### config.mk
export PLATFORM = sky130hd
export DESIGN_NAME = adc_serial_deser
export DESIGN_NICKNAME = d
export VERILOG_FILES = /design/src/rtl/adc_deser_pkg.sv /design/src/rtl/adc_deser_fifo.sv /design/src/rtl/adc_serial_deser.sv
export SDC_FILE = /design/constraint.sdc
export NUM_CORES = 1
export LEC_CHECK = 0
export CORE_ASPECT_RATIO = 1.1
export CORE_MARGIN = 1.5
export CORE_UTILIZATION = 63
export DETAILED_ROUTE_END_ITERATION = 10
export PLACE_DENSITY = 0.83
export SLEW_MARGIN = 20
export SYNTH_ARGS = -nofsm -noshare
export SYNTH_HDL_FRONTEND = slang
export SYNTH_HIERARCHICAL = 1
export SYNTH_SLANG_ARGS = --single-unit
### constraint.sdc
create_clock -name i_clk -period 5.6 [get_ports i_clk]
set_input_delay 1.12 -clock i_clk [delete_from_list [all_inputs] [get_ports i_clk]]
set_output_delay 1.12 -clock i_clk [all_outputs]
set_load 0.005 [all_outputs]
### src/rtl/adc_deser_pkg.sv
// adc_deser_pkg: FSM state type and default parameters shared by adc_serial_deser and its FIFO
package adc_deser_pkg;
   typedef enum logic [1:0] {IDLE, RUN, STALL} state_t;
   localparam int WORD_W_DEF      = 8;
   localparam int FIFO_DEPTH_DEF  = 8;
   localparam int SLP_MARGIN_DEF  = 2;
   localparam int SYNC_STAGES_MIN = 2;
endpackage

### src/rtl/adc_deser_fifo.sv
// adc_deser_fifo: show-ahead synchronous FIFO; pointers carry an extra wrap bit so level is unambiguous
module adc_deser_fifo #(
   parameter int WORD_W     = 8,
   parameter int FIFO_DEPTH = 8
) (
   input  logic                          i_clk,
   input  logic                          i_rst_n,
   input  logic                          i_wr,
   input  logic [WORD_W-1:0]             i_wdata,
   input  logic                          i_rd,
   output logic [WORD_W-1:0]             o_rdata,
   output logic                          o_full,
   output logic                          o_empty,
   output logic [$clog2(FIFO_DEPTH):0]   o_level
);
   localparam int AW = $clog2(FIFO_DEPTH);
   localparam logic [AW:0] P_ONE = 1;
   logic [AW:0]       r_wp, r_rp;
   logic [WORD_W-1:0] r_mem [FIFO_DEPTH];
   logic              w_rd, w_we;
   assign o_level = r_wp - r_rp;
   assign o_empty = r_wp == r_rp;
   assign o_full  = (r_wp[AW] != r_rp[AW]) && (r_wp[AW-1:0] == r_rp[AW-1:0]);
   assign w_rd    = i_rd & ~o_empty;
   assign w_we    = i_wr & (~o_full | w_rd);
   // head is forced to zero when empty so the output is defined straight out of reset
   assign o_rdata = o_empty ? '0 : r_mem[r_rp[AW-1:0]];
   always_ff @(posedge i_clk or negedge i_rst_n) begin
      if (!i_rst_n) begin
         r_wp <= '0;
         r_rp <= '0;
      end else begin
         if (w_we) r_wp <= r_wp + P_ONE;
         if (w_rd) r_rp <= r_rp + P_ONE;
      end
   end
   always_ff @(posedge i_clk) begin
      if (w_we) r_mem[r_wp[AW-1:0]] <= i_wdata;
   end
endmodule

### src/rtl/adc_serial_deser.sv
// adc_serial_deser: serial ADC word assembler with FIFO and sleep throttling; ADC_DESER_WORDCNT_EN adds o_word_cnt
module adc_serial_deser
   import adc_deser_pkg::*;
#(
   parameter int WORD_W      = WORD_W_DEF,
   parameter int FIFO_DEPTH  = FIFO_DEPTH_DEF,
   parameter int SLP_MARGIN  = SLP_MARGIN_DEF,
   parameter int SYNC_STAGES = SYNC_STAGES_MIN
) (
   input  logic                          i_clk,
   input  logic                          i_rst_n,
   input  logic                          i_en,
   input  logic                          i_adc_sclk,
   input  logic                          i_adc_dout,
   output logic                          o_adc_slp,
   output logic [WORD_W-1:0]             o_m_data,
   output logic                          o_m_valid,
   input  logic                          i_m_ready,
   output logic [$clog2(FIFO_DEPTH):0]   o_fifo_level,
   output logic                          o_overflow
`ifdef ADC_DESER_WORDCNT_EN
   ,
   output logic [15:0]                   o_word_cnt
`endif
);
   localparam int CW = $clog2(WORD_W);
   localparam int LW = $clog2(FIFO_DEPTH) + 1;
   localparam logic [CW-1:0] LAST_BIT = CW'(WORD_W - 1);
   localparam logic [CW-1:0] CNT_ONE  = 1;
   localparam logic [LW-1:0] SLP_LVL  = LW'(FIFO_DEPTH - SLP_MARGIN);
   state_t                 r_state, w_next;
   logic [SYNC_STAGES-1:0] r_sclk_sync, r_dout_sync;
   logic                   r_sclk_prev, r_slp, r_overflow;
   logic [CW-1:0]          r_cnt;
   logic [WORD_W-2:0]      r_sr;
   logic                   w_sclk, w_dout, w_fall, w_cap, w_last, w_wr, w_hi;
   logic                   w_full, w_empty, w_rd, w_slp;
   assign w_sclk       = r_sclk_sync[SYNC_STAGES-1];
   assign w_dout       = r_dout_sync[SYNC_STAGES-1];
   assign w_fall       = r_sclk_prev & ~w_sclk;
   // STALL still captures so edges already in flight when sleep asserts are not lost
   assign w_cap        = w_fall && (r_state != IDLE);
   assign w_last       = r_cnt == LAST_BIT;
   assign w_wr         = w_cap & w_last;
   assign w_hi         = o_fifo_level >= SLP_LVL;
   assign w_rd         = ~w_empty & i_m_ready;
   assign o_m_valid    = ~w_empty;
   assign o_adc_slp    = r_slp;
   assign o_overflow   = r_overflow;
   always_comb begin
      w_next = r_state;
      case (r_state)
         IDLE:    w_next = i_en ? RUN : IDLE;
         RUN:     w_next = !i_en ? IDLE : (w_hi ? STALL : RUN);
         STALL:   w_next = !i_en ? IDLE : (w_hi ? STALL : RUN);
         default: w_next = IDLE;
      endcase
      w_slp = w_next != RUN;
   end
   always_ff @(posedge i_clk or negedge i_rst_n) begin
      if (!i_rst_n) begin
         r_sclk_sync <= '0;
         r_dout_sync <= '0;
         r_sclk_prev <= 1'b0;
      end else begin
         r_sclk_sync <= {r_sclk_sync[SYNC_STAGES-2:0], i_adc_sclk};
         r_dout_sync <= {r_dout_sync[SYNC_STAGES-2:0], i_adc_dout};
         r_sclk_prev <= w_sclk;
      end
   end
   always_ff @(posedge i_clk or negedge i_rst_n) begin
      if (!i_rst_n) begin
         r_state    <= IDLE;
         r_slp      <= 1'b1;
         r_cnt      <= '0;
         r_sr       <= '0;
         r_overflow <= 1'b0;
      end else begin
         r_state    <= w_next;
         r_slp      <= w_slp;
         r_cnt      <= (r_state == IDLE) ? '0 : (w_cap ? (w_last ? '0 : r_cnt + CNT_ONE) : r_cnt);
         if (w_cap) r_sr <= {r_sr[WORD_W-3:0], w_dout};
         if (w_wr && w_full && !w_rd) r_overflow <= 1'b1;
      end
   end
`ifdef ADC_DESER_WORDCNT_EN
   logic [15:0] r_word_cnt;
   always_ff @(posedge i_clk or negedge i_rst_n) begin
      if (!i_rst_n) r_word_cnt <= '0;
      else if (w_wr && (!w_full || w_rd)) r_word_cnt <= r_word_cnt + 16'd1;
   end
   assign o_word_cnt = r_word_cnt;
`endif
   adc_deser_fifo #(
      .WORD_W     (WORD_W),
      .FIFO_DEPTH (FIFO_DEPTH)
   ) u_fifo (
      .i_clk   (i_clk),
      .i_rst_n (i_rst_n),
      .i_wr    (w_wr),
      .i_wdata ({r_sr, w_dout}),
      .i_rd    (i_m_ready),
      .o_rdata (o_m_data),
      .o_full  (w_full),
      .o_empty (w_empty),
      .o_level (o_fifo_level)
   );
endmodule

=== Yosys cells after proc, flatten, opt, wreduce, memory -nomap -nowiden ===
Memory sizes are Yosys's and may differ from the RTL's.
Index checks and enable logic that the tools add are counted.

* Memories kept: 1
* Flip-flop bits (word level): 27
* Memory bits (writable): 64
* Bits of input ports: 6

* Reduce and logical (&&, ||, !) cells: 9
* Order comparisons: 1
* Bitwise operators: 8
* Mux-type cells: 10
* Add/sub/neg operators: 4
* Eq/ne operators: 7

{| class="wikitable"
|+ Memories
! memory !! depth !! bits a word !! rd ports !! clocked after memory_dff !! wr ports !! line !! source
|-
| u_fifo.r_mem || 8 || 8 || 1 || 0 || 1 || adc_deser_fifo.sv:19 || <nowiki>logic [WORD_W-1:0] r_mem [FIFO_DEPTH];</nowiki>
|}

{| class="wikitable"
|+ Operator list
! cell !! number
|-
| $mux 3 || 3
|-
| $add 4x1->4 const B || 2
|-
| $mux 8 || 1
|-
| $and 1x1->1 || 4
|-
| $eq 4x4->1 || 1
|-
| $ge 4x3->1 const B || 1
|-
| $logic_and 1x1->1 || 4
|-
| $mux 2 || 2
|-
| $pmux 2 s2 || 1
|-
| $reduce_bool 2->1 || 2
|-
| $sub 4x4->4 || 1
|-
| $add 3x1->3 const B || 1
|-
| $eq 3x3->1 || 1
|-
| $eq 3x3->1 const B || 1
|-
| $mux 1 || 3
|-
| $not 1->1 || 3
|-
| $eq 2x1->1 const B || 1
|-
| $eq 2x2->1 const B || 1
|-
| $logic_not 2->1 || 1
|-
| $ne 2x1->1 const B || 1
|-
| $reduce_or 2->1 || 1
|-
| $logic_not 1->1 || 1
|-
| $ne 1x1->1 || 1
|-
| $or 1x1->1 || 1
|}

=== Longest topological paths before layout ===
* Depth in word-level cells: 7
* Mapped depth: 9

=== Cells and area by module ===
The synthesis kept the hierarchy.

{| class="wikitable"
|+ Modules (own cells, without submodules)
! module !! cells each !! times used !! area each (um^2)
|-
| adc_deser_fifo || 189 || 1 || 3,037.9
|-
| adc_serial_deser || 53 || 1 || 799.5
|}

=== Least setup slack after synthesis ===
OpenSTA, ideal clock, no wires.

* Kind: flip-flop to output port
* Start: register u_fifo.r_wp[2]
* End: output o_m_data[0]
* Path buffers: 1
* Path slack: 3.075 ns
* Arrival time: 1.405 ns
* Stages on the path, launching flop included: 6
* Data required time: 4.480 ns
* Cell sequence: dfrtp_1 ha_1 nand4_1 buf_2 nand2_1 a221oi_1

* Cells in the longest elaborated chain, start to end: 2

{| class="wikitable"
|+ Ends and longest elaborated chain
! element !! line !! source
|-
| from (decl) || adc_deser_fifo.sv:18 || <nowiki>logic [AW:0] r_wp, r_rp;</nowiki>
|-
| from (signal assigned) || adc_deser_fifo.sv:33 || <nowiki>if (w_we) r_wp <= r_wp + P_ONE;</nowiki>
|-
| $eq 4x4->1 || adc_deser_fifo.sv:22 || <nowiki>assign o_empty = r_wp == r_rp;</nowiki>
|-
| $mux 8 || adc_deser_fifo.sv:27 || <nowiki>assign o_rdata = o_empty ? '0 : r_mem[r_rp[AW-1:0]];</nowiki>
|-
| to (decl) || adc_serial_deser.sv:16 || <nowiki>output logic [WORD_W-1:0] o_m_data,</nowiki>
|}

No other way between the ends.

=== Final worst setup path ===
* Start: register u_fifo.r_wp[0]
* End: output o_m_data[6]

Same word-level chain as after synthesis.

==> metrics.txt <==
register area share after synthesis=0.6772; CP endpoint kind=output pin; ant diodes=0; Worst-path clk slew=0.09 ns; routed length per placed instance=19.59 um; Slew Limit Headroom=0.2899; Rows=29; crit path buf inv count=2; WP data arrival=2.59 ns; postcts setup bufs=0; initial drt markers=135; Hold Path Stages=0; Area growth syn-to-layout=12.52%; PD cells=457.0 nW/um2; Leak=1.722 nW; highest-count cells in the layout ignoring fill and taps=64 x edfxtp_1, 35 x mux2i_1, 25 x dfrtp_1; post-CTS sizing=0; YS warnings=6; Die Span Y=84.86 um; CTS tree=done; DR pass1 iterations=4; DP HPWL=4.283 mm; Min Hold Slack=0.3642 ns; R2R cell count=6; Main synth FF type=edfxtp_1; Synth cell types=39; number of flops mapped to enable cells by yosys=64; nets=287; clk buf depth=2; setup violators final=0; Slew Limit Fails=0; final setup TNS=0 ns; Max VDD drop=0.0002807 V; Top-Level Pins=21; Routed WL=6.897 mm; Port Buffers=20; leading cell type in the layout, fill and taps excluded=edfxtp_1; #FFs+latches synth=91; Layout fillers=339; width of the chip=77.42 um; type of the tightest min-delay check=register to register; Via Count=2073; global route total overflow=0; die footprint=6569 um2; Initial Utilization=0.6569; Worst-Skew Late Latency=0.35 ns; CP delay by family, top=buffers and inverters; # Max-Cap Violations=0; Avg Synthesized Cell Area=15.86 um2; CP Depth=6; synthesized area=3837 um2; vias in the first global route=2158; RSZ-0062 raised after global routing=false; status=finished clean; Post-CTS Hold Fix Bufs=0; DRC errors left=0; Vias/cell=5.889; min cycle time layout=3.709 ns; CP Class=register to output pin; critical path required time=4.48 ns; Area after DPL=4128 um2; fraction of layout cells with a size suffix above 1=0.1455; Worst Tran Pin Value=1.061 ns; Async S/R FF share, synth=0.2967; CTS Buf Count=9; slowest cell delay on critical path=0.57 ns; Final Cell Area=4318 um2; Worst setup SP type=register; final worst path period share=0.6623; largest fanout on the critical path=12; fmax=269.6 MHz; antenna-violating nets left=0; Setup Skew=0.01190 ns; GRT Resource Usage Total=0.2355; clock root buffer=clkbuf_8; Final Hold Viols=0; H-Tree Depth=3; Core ar.=5842 um2; first-pass GRT wire length=11.16 mm; Cell Chain, Critical Path=inv_1, ha_1, nand4_1, nand2_1, a221oi_1, clkdlybuf4s50_1; syn nets=258; initial antenna violation count=0; Sink Count=91; largest net degree at the start of global routing=36; cells after synthesis=242; critical path's slowest cell=clkdlybuf4s50_1; placer congestion estimate=0.7866
-- metrics by stage --
step,std cells,setup slack (ns),utilization,total power (W)
after floorplan,242,3.075,-,0.001313
after global placement,337,2.340,0.7066,0.001541
after detailed placement,337,2.253,0.7066,0.001562
after CTS,352,1.881,0.7391,0.001986
after global routing,352,1.617,0.7391,0.002081
final,352,1.891,0.7391,0.001973
-- registers in the layout (all words and copies together) (netlist names) --
name          cells
r_sclk_prev       1
r_cnt             3
u_fifo/r_wp       4
o_adc_slp         1
r_state           2
o_overflow        1
r_sr              7
r_sclk_sync       2
r_dout_sync       2
u_fifo/r_mem     64
u_fifo/r_rp       4
-- worst reg2reg max path, delay by kind of cell (launching register included) --
| kind | cells | cell delay [ns] |
|---|---|---|
| simple gates | 4 | 1.51 |
| fa+ha+maj | 1 | 0.32 |
| buf+inv | 1 | 0.04 |
| flops | 1 | 0.35 |
-- power breakdown --
group	internal (W)	leakage, nW	switching (W)
Clock	0.000204	0.0894	0.000220
Combinational	0.000342	0.705	0.000305
Sequential	0.000823	0.928	0.0000795
Total	0.00137	1.72	0.000604
-- worst paths after layout --
check	startpoint	endpoint	slack, ns
max	u_fifo/r_wp[0]	o_m_data[6]	1.89
min	r_dout_sync[0]	r_dout_sync[1]	0.36
max reg2reg	r_state[0]	u_fifo/r_mem[7][4]	2.99
min reg2reg	r_dout_sync[0]	r_dout_sync[1]	0.36
max in group asynchronous	i_rst_n	o_adc_slp	4.15
min in group asynchronous	i_rst_n	r_sclk_sync[0]	1.14
-- metal layers --
metal	vias to the layer above	GRT usage	routed length [um]
li1	966	-	-
met5	-	0	0
met1	1030	0.3075	2947
met2	59	0.3780	3373
met4	0	0.1074	222
met3	18	0.05806	353
-- layout make-up --
cell class                      instances  area (um2)  area share
Clock inverter                          6       66.31     0.01536
Multi-Input combinational cell        132        1145      0.2651
Sequential cell                        91        2600      0.6021
Inverter                               11       41.29    0.009562
Timing Repair Buffer                   26       245.2     0.05680
Tap cell                               77       96.34     0.02231
Clock buffer                            9       123.9     0.02869
-- synth_stat cells, types with 2 or more instances --
master | count | area (um2)
edfxtp_1 | 64 | 1922
a21oi_1 | 3 | 15.01
a22oi_1 | 8 | 60.06
xnor2_1 | 7 | 61.31
buf_6 | 2 | 22.52
inv_1 | 11 | 41.29
mux2i_1 | 35 | 350.3
nand4_1 | 2 | 12.51
a221oi_1 | 8 | 70.07
mux2_4 | 8 | 120.1
nand3_1 | 6 | 30.03
nor2_1 | 11 | 41.29
buf_4 | 3 | 22.52
nor3_1 | 5 | 25.02
dfrtp_1 | 26 | 650.6
ha_1 | 9 | 112.6
nand2_1 | 12 | 45.04
-- logic make-up (layout without fill, tap and decap cells) --
group	Yosys count	in the layout	share of synthesized area
xor+xnor	9	9	0.02250
mux	45	45	0.1285
buf+inv	19	52	0.02575
simple gates	46	46	0.06554
flops	91	91	0.6772
fa+ha+maj	10	10	0.03456
compound gates	22	22	0.04597
Power figures use the tool's default switching activity.
